==> src/rtl/bfp_pkg.sv <==
// Shared FP32 field layout and bank state type
// for the BFP group collector.
package bfp_pkg;

  localparam int FP_EXP_W    = 8;
  localparam int FP_MAN_W    = 23;
  localparam int FP_W        = 1 + FP_EXP_W + FP_MAN_W;
  localparam int FP_EXP_LSB  = FP_MAN_W;
  localparam int FP_SIGN_BIT = FP_W - 1;

  localparam logic [FP_EXP_W-1:0] FP_EXP_ONES = '1;

  typedef enum logic [1:0] {
    BANK_FREE,
    BANK_FILLING,
    BANK_FULL
  } bank_state_e;

endpackage

==> src/rtl/bfp_grp_bank.sv <==
// One ping-pong bank: lane storage, close/free control,
// lane count, saturation flag and masked lane read-out.
//   clk, rst           clock, async active-high reset
//   wr_en/wr_idx       write one lane (exp, {sign,man})
//   close/close_cnt    seal the group with close_cnt real lanes
//   free               group consumed, bank returns to FREE
//   state              bank state
//   rd_exps/rd_mans    lanes, zeroed beyond count
//   count, sat         real lane count, any exp all-ones
module bfp_grp_bank
  import bfp_pkg::*;
#(
  parameter int GRPSIZE = 16,
  parameter int EXPW    = 8,
  parameter int MANW    = 24,
  parameter int IDXW    = $clog2(GRPSIZE),
  parameter int CNTW    = $clog2(GRPSIZE + 1)
) (
  input  logic                          clk,
  input  logic                          rst,
  input  logic                          wr_en,
  input  logic [IDXW-1:0]               wr_idx,
  input  logic [EXPW-1:0]               wr_exp,
  input  logic [MANW-1:0]               wr_man,
  input  logic                          close,
  input  logic [CNTW-1:0]               close_cnt,
  input  logic                          free,
  output bank_state_e                   state,
  output logic [GRPSIZE-1:0][EXPW-1:0]  rd_exps,
  output logic [GRPSIZE-1:0][MANW-1:0]  rd_mans,
  output logic [CNTW-1:0]               count,
  output logic                          sat
);

  bank_state_e                   state_q, state_d;
  logic [GRPSIZE-1:0][EXPW-1:0]  exps_q;
  logic [GRPSIZE-1:0][MANW-1:0]  mans_q;
  logic [GRPSIZE-1:0]            mask_q;
  logic [GRPSIZE-1:0]            close_mask;
  logic [CNTW-1:0]               count_q;
  logic                          sat_run_q;
  logic                          sat_q;
  logic                          sat_now;

  // The first lane of a group restarts the running flag.
  assign sat_now = ((state_q == BANK_FREE) ? 1'b0 : sat_run_q)
                 | (wr_exp == EXPW'(FP_EXP_ONES));

  always_comb begin
    close_mask = '0;
    for (int i = 0; i < GRPSIZE; i++) begin
      close_mask[i] = (i < int'(close_cnt));
    end
  end

  always_comb begin
    state_d = state_q;
    unique case (1'b1)
      free:  state_d = BANK_FREE;
      close: state_d = BANK_FULL;
      (wr_en && state_q == BANK_FREE && !close):
             state_d = BANK_FILLING;
      default: ;
    endcase
  end

  always_ff @(posedge clk or posedge rst) begin
    if (rst) begin
      state_q   <= BANK_FREE;
      exps_q    <= '0;
      mans_q    <= '0;
      mask_q    <= '0;
      count_q   <= '0;
      sat_run_q <= 1'b0;
      sat_q     <= 1'b0;
    end else begin
      state_q <= state_d;
      if (wr_en) begin
        exps_q[wr_idx] <= wr_exp;
        mans_q[wr_idx] <= wr_man;
        sat_run_q      <= sat_now;
      end
      if (close) begin
        count_q <= close_cnt;
        mask_q  <= close_mask;
        sat_q   <= sat_now;
      end else if (free) begin
        count_q <= '0;
        mask_q  <= '0;
        sat_q   <= 1'b0;
      end
    end
  end

  always_comb begin
    rd_exps = '0;
    rd_mans = '0;
    for (int i = 0; i < GRPSIZE; i++) begin
      rd_exps[i] = mask_q[i] ? exps_q[i] : '0;
      rd_mans[i] = mask_q[i] ? mans_q[i] : '0;
    end
  end

  assign state = state_q;
  assign count = count_q;
  assign sat   = sat_q;

endmodule

==> src/rtl/bfp_group_collector.sv <==
// Gathers FP32 words into GRPSIZE-lane exponent/mantissa
// groups using two ping-pong banks.
//   i_clk, i_rst        clock, async active-high reset
//   i_valid/o_ready     word input handshake (i_data, i_last)
//   o_valid/i_ready     group output handshake
//   o_exps, o_mans      per-lane exponent and {sign,mantissa}
//   o_count, o_exp_sat  real lanes, any Inf/NaN lane
module bfp_group_collector
  import bfp_pkg::*;
#(
  parameter int GRPSIZE   = 16,
  parameter int FPEXPSIZE = FP_EXP_W,
  parameter int FPMANSIZE = FP_MAN_W
) (
  input  logic                                 i_clk,
  input  logic                                 i_rst,
  input  logic                                 i_valid,
  output logic                                 o_ready,
  input  logic [FPEXPSIZE+FPMANSIZE:0]         i_data,
  input  logic                                 i_last,
  output logic                                 o_valid,
  input  logic                                 i_ready,
  output logic [GRPSIZE-1:0][FPEXPSIZE-1:0]    o_exps,
  output logic [GRPSIZE-1:0][FPMANSIZE:0]      o_mans,
  output logic [$clog2(GRPSIZE+1)-1:0]         o_count,
  output logic                                 o_exp_sat
);

  localparam int IDXW = $clog2(GRPSIZE);
  localparam int CNTW = $clog2(GRPSIZE + 1);
  localparam int MANW = FPMANSIZE + 1;

  logic                         wr_sel;
  logic                         rd_sel;
  logic [IDXW-1:0]              wr_idx;
  logic                         acc;
  logic                         close;
  logic                         take;
  logic [CNTW-1:0]              close_cnt;
  logic [FPEXPSIZE-1:0]         exp_in;
  logic [MANW-1:0]              man_in;

  bank_state_e                  st     [2];
  logic [GRPSIZE-1:0][FPEXPSIZE-1:0] exps_b [2];
  logic [GRPSIZE-1:0][MANW-1:0] mans_b [2];
  logic [CNTW-1:0]              cnt_b  [2];
  logic                         sat_b  [2];

  assign exp_in = i_data[FPMANSIZE +: FPEXPSIZE];
  assign man_in = {i_data[FPEXPSIZE+FPMANSIZE],
                   i_data[FPMANSIZE-1:0]};

  // Both handshake outputs come from bank state only.
  assign o_ready = (st[wr_sel] != BANK_FULL);
  assign o_valid = (st[rd_sel] == BANK_FULL);

  assign acc   = i_valid && o_ready;
  assign take  = o_valid && i_ready;
  assign close = acc && (i_last
               || wr_idx == IDXW'(GRPSIZE - 1));
  assign close_cnt = CNTW'(wr_idx) + CNTW'(1);

  for (genvar b = 0; b < 2; b++) begin : g_bank
    bfp_grp_bank #(
      .GRPSIZE (GRPSIZE),
      .EXPW    (FPEXPSIZE),
      .MANW    (MANW)
    ) u_bank (
      .clk       (i_clk),
      .rst       (i_rst),
      .wr_en     (acc && (wr_sel == 1'(b))),
      .wr_idx    (wr_idx),
      .wr_exp    (exp_in),
      .wr_man    (man_in),
      .close     (close && (wr_sel == 1'(b))),
      .close_cnt (close_cnt),
      .free      (take && (rd_sel == 1'(b))),
      .state     (st[b]),
      .rd_exps   (exps_b[b]),
      .rd_mans   (mans_b[b]),
      .count     (cnt_b[b]),
      .sat       (sat_b[b])
    );
  end

  always_ff @(posedge i_clk or posedge i_rst) begin
    if (i_rst) begin
      wr_sel <= 1'b0;
      rd_sel <= 1'b0;
      wr_idx <= '0;
    end else begin
      if (close) begin
        wr_idx <= '0;
        wr_sel <= ~wr_sel;
      end else if (acc) begin
        wr_idx <= wr_idx + IDXW'(1);
      end
      if (take) begin
        rd_sel <= ~rd_sel;
      end
    end
  end

  assign o_exps    = rd_sel ? exps_b[1] : exps_b[0];
  assign o_mans    = rd_sel ? mans_b[1] : mans_b[0];
  assign o_count   = rd_sel ? cnt_b[1]  : cnt_b[0];
  assign o_exp_sat = rd_sel ? sat_b[1]  : sat_b[0];

endmodule

==> config.mk <==
export PLATFORM = sky130hd
export DESIGN_NAME = bfp_group_collector
export DESIGN_NICKNAME = d
export VERILOG_FILES = /design/src/rtl/bfp_pkg.sv /design/src/rtl/bfp_grp_bank.sv /design/src/rtl/bfp_group_collector.sv
export SDC_FILE = /design/constraint.sdc
export NUM_CORES = 2
export LEC_CHECK = 0
export CORE_MARGIN = 4
export CORE_UTILIZATION = 50
export DETAILED_ROUTE_END_ITERATION = 8
export DONT_BUFFER_PORTS = 1
export PLACE_DENSITY_LB_ADDON = 0.25
export SLEW_MARGIN = 15
export SYNTH_ARGS = -nofsm -noshare
export SYNTH_HDL_FRONTEND = slang
export SYNTH_SLANG_ARGS = --single-unit
==> constraint.sdc <==
create_clock -name i_clk -period 49.4 [get_ports i_clk]
set_input_delay 7.41 -clock i_clk [delete_from_list [all_inputs] [get_ports i_clk]]
set_output_delay 7.41 -clock i_clk [all_outputs]
set_load 0.005 [all_outputs]
==> qor.csv <==
metric,value,unit
outcome,finished clean,
TritonCTS clock tree,built,
final hold violation count,0,
Switching Share,0.272,
Worst Setup End Kind,asynchronous set/reset pin,
number of I/O pins,557,
max cap viols,0,
Max IR drop VDD,0.0429,mV
top-area cell type share of the netlist area,0.584,
setup TNS,0,ns
root buf cell,clkbuf_16,
top sig layer,met4,
Syn-to-layout area delta,9.02,%
post-synthesis mux area share,0.252,
min-delay worst type,reg -> reg,
antenna violations before repair,6,
Core Area,0.0917,mm2
post-synthesis simple-gate area fraction,0.0184,
Longest Clk Path Bufs,3,
WHS,0.485,ns
Port Buf Inserts,0,
nets@finish,3033,
Final period util,0.221,
layout cells sized above 1,0.356,
Post-Synth Adder-Cell Area,0.00135,
final WL,140000,um
Slew HR,0.164,
WL met1,56900,um
count of flip-flops with a built-in enable after synthesis,0,
Via Count,27500,
Final setup viols,0,
Required @ worst endpoint,50.06,ns
GPL Wtd Cong,0.862,
top post-synthesis cells by area,"dfrtp_1, mux2_2, a22o_1",
Initial Util,0.504,
Gate power share,0.155,
DRT Pass-1 Iters,5,
clock sinks,1078,
FP Rows,111,
crit path DAT,11.57,ns
clock skew,0.0228,ns
drt drc,0,
f_max,91.6,MHz
die area,0.0973,mm2
Commonest cells post-synth,"dfrtp_1, mux2_2, a22o_1",
Die Wd,312,um
vias per inst,6.44,
CTS Buf Count,111,
Syn Inst Count,3191,
commonest register cell after synthesis,dfrtp_1,
H-tree Lvls,3,
hold_buf cts,0,
clock share of power,0.358,
LEAKAGE,24.7,nW
post-CTS sizing,0,
WL met3,12000,um
Tot GR Track Use,0.284,
post-detail-place hpwl,90900,um
worst-margin pin slew,1.25,ns
Seq pwr share,0.487,
synthesized cell area,0.0462,mm2
#FFs+latches synth,1078,
syn_nets,3233,
synth unique cells,45,
Synth Area in Compound Gates,0.109,
RSZ-0062 raised after global routing,false,
"Worst Path Class, Setup",in -> async,
Worst-path clk slew,0.06,ns
"Avg Cell Area, Syn",14.5,um2
clock latency on the worst-skew pair,0.68,ns
largest net degree at the start of global routing,169,
1st-iter DRT viols,1991,
critical path peak fanout,168,
most numerous cell in the Yosys netlist,dfrtp_1,
P per Cell Area,46.6,mW/mm2
post-route ant nets,0,
WL per Instance,32.9,um
fin. max-slew vios,0,
grt total ovfl,0,
die height,312,um
share of synthesized registers carrying an async set or reset,1.00,
met2 routed WL,65900,um
internal power,1.71,mW
first-pass GRT wire length,204000,um
Synth Area in XOR/XNOR,0.000759,
postcts setup bufs,0,
fin crit period,10.92,ns
Critical Path Start Type,input pin,
"Seq/Total Area, Yosys",0.584,
Yosys warning count,0,
P_sw,637,uW
main combinational cell family by area after synthesis,multiplexers,
vias in the first global route,28200,
"area leader, netlist",dfrtp_1,
placed cells by master, fill, tap and decap left out, types with 3 or more instances in the layout:
master	n
nand3_2	17
clkinv_2	17
nand2_1	19
dfrtp_1	1077
inv_1	6
and2_2	14
and2_1	3
mux2_2	810
mux2i_1	3
o21ai_0	11
nor2b_4	14
a21oi_1	11
ha_1	5
clkbuf_16	115
or2_2	3
bufinv_16	6
and3_1	3
nand3_4	8
and3_2	7
clkbuf_8	27
nor2_2	3
clkinvlp_4	6
nand2b_1	4
nand4_1	3
a22o_1	545
o2bb2ai_1	6
buf_4	34
mux2_1	219
clkbuf_1	27
inv_6	3
or3_1	3
nor2_1	14
diode_2	4
logic make-up (layout without fill, tap and decap cells):
family,count (synthesis),in the layout
compound gates,585,585
xor+xnor,4,4
fa+ha+maj,5,5
buf+inv,358,248
flops,1078,1078
mux,1032,1032
other cells,0,4
simple gates,129,129
power groups by stage:
stage	Sequential (mW)	Combinational, mW	Clock, mW
2_1_floorplan	1.13	0.284	0
3_3_place_gp	1.14	0.348	0
3_5_place_dp	1.16	0.364	0
4_1_cts	1.14	0.366	0.858
5_1_grt	1.16	0.392	0.896
6_report	1.14	0.364	0.841
layer usage:
layer / vias up / GRT usage
met5: - / 0
met4: 0 / 0.102
met3: 231 / 0.0941
met2: 1004 / 0.453
met1: 14900 / 0.365
li1: 11400 / -
final timing paths:
path,start,end,slack (ns),depth (start not counted)
setup reg to reg,wr_idx[2],g_bank[1].u_bank.mans_q[163],46.03,4
hold reg to reg,g_bank[1].u_bank.mans_q[92],g_bank[1].u_bank.mans_q[92],0.48,1
max in group i_clk,rd_sel,o_mans[198],38.70,2
setup / recovery,i_rst,g_bank[0].u_bank.mans_q[98],38.48,5
hold / removal,g_bank[1].u_bank.mans_q[92],g_bank[1].u_bank.mans_q[92],0.48,1
min in group asynchronous,i_rst,g_bank[1].u_bank.mans_q[110],6.71,1
through the flow:
stage | total power, mW | area (um2) | setup slack, ns | instances | utilization
after floorplan | 1.41 | 46200 | 11.64 | 3191 | -
after global placement | 1.49 | 46600 | 38.02 | 4062 | 0.508
after detailed placement | 1.52 | 46600 | 37.71 | 4062 | 0.508
after CTS | 2.36 | 50300 | 38.44 | 4265 | 0.548
after global routing | 2.45 | 50300 | 37.79 | 4267 | 0.549
final | 2.35 | 50300 | 38.48 | 4271 | 0.549
worst max-delay path: stages:
cell and delay [ns]:
inv_8 0.51, buf_4 0.81, buf_12 0.67, buf_4 0.92, buf_4 0.88
final cells by class:
type                    instances  area, um2
inverters                       7       33.8
diodes                          4       10.0
clock buffers                 169       3350
repair buffers                 38        334
multi-input cells            1755      17800
flip-flops and latches       1078      27000
clock inverters                34        354
well taps                    1186       1480
fillers                      7221      41300
state kept, by name, indices dropped and copies added, names as in the netlist:
signal / cells
rd_sel: 1
g_bank.u_bank.count: 10
g_bank.u_bank.exps_q: 256
g_bank.u_bank.state: 4
g_bank.u_bank.mask_q: 30
g_bank.u_bank.sat_run_q: 2
g_bank.u_bank.sat: 2
g_bank.u_bank.mans_q: 768
wr_sel: 1
wr_idx: 4
Power figures use the tool's default switching activity.
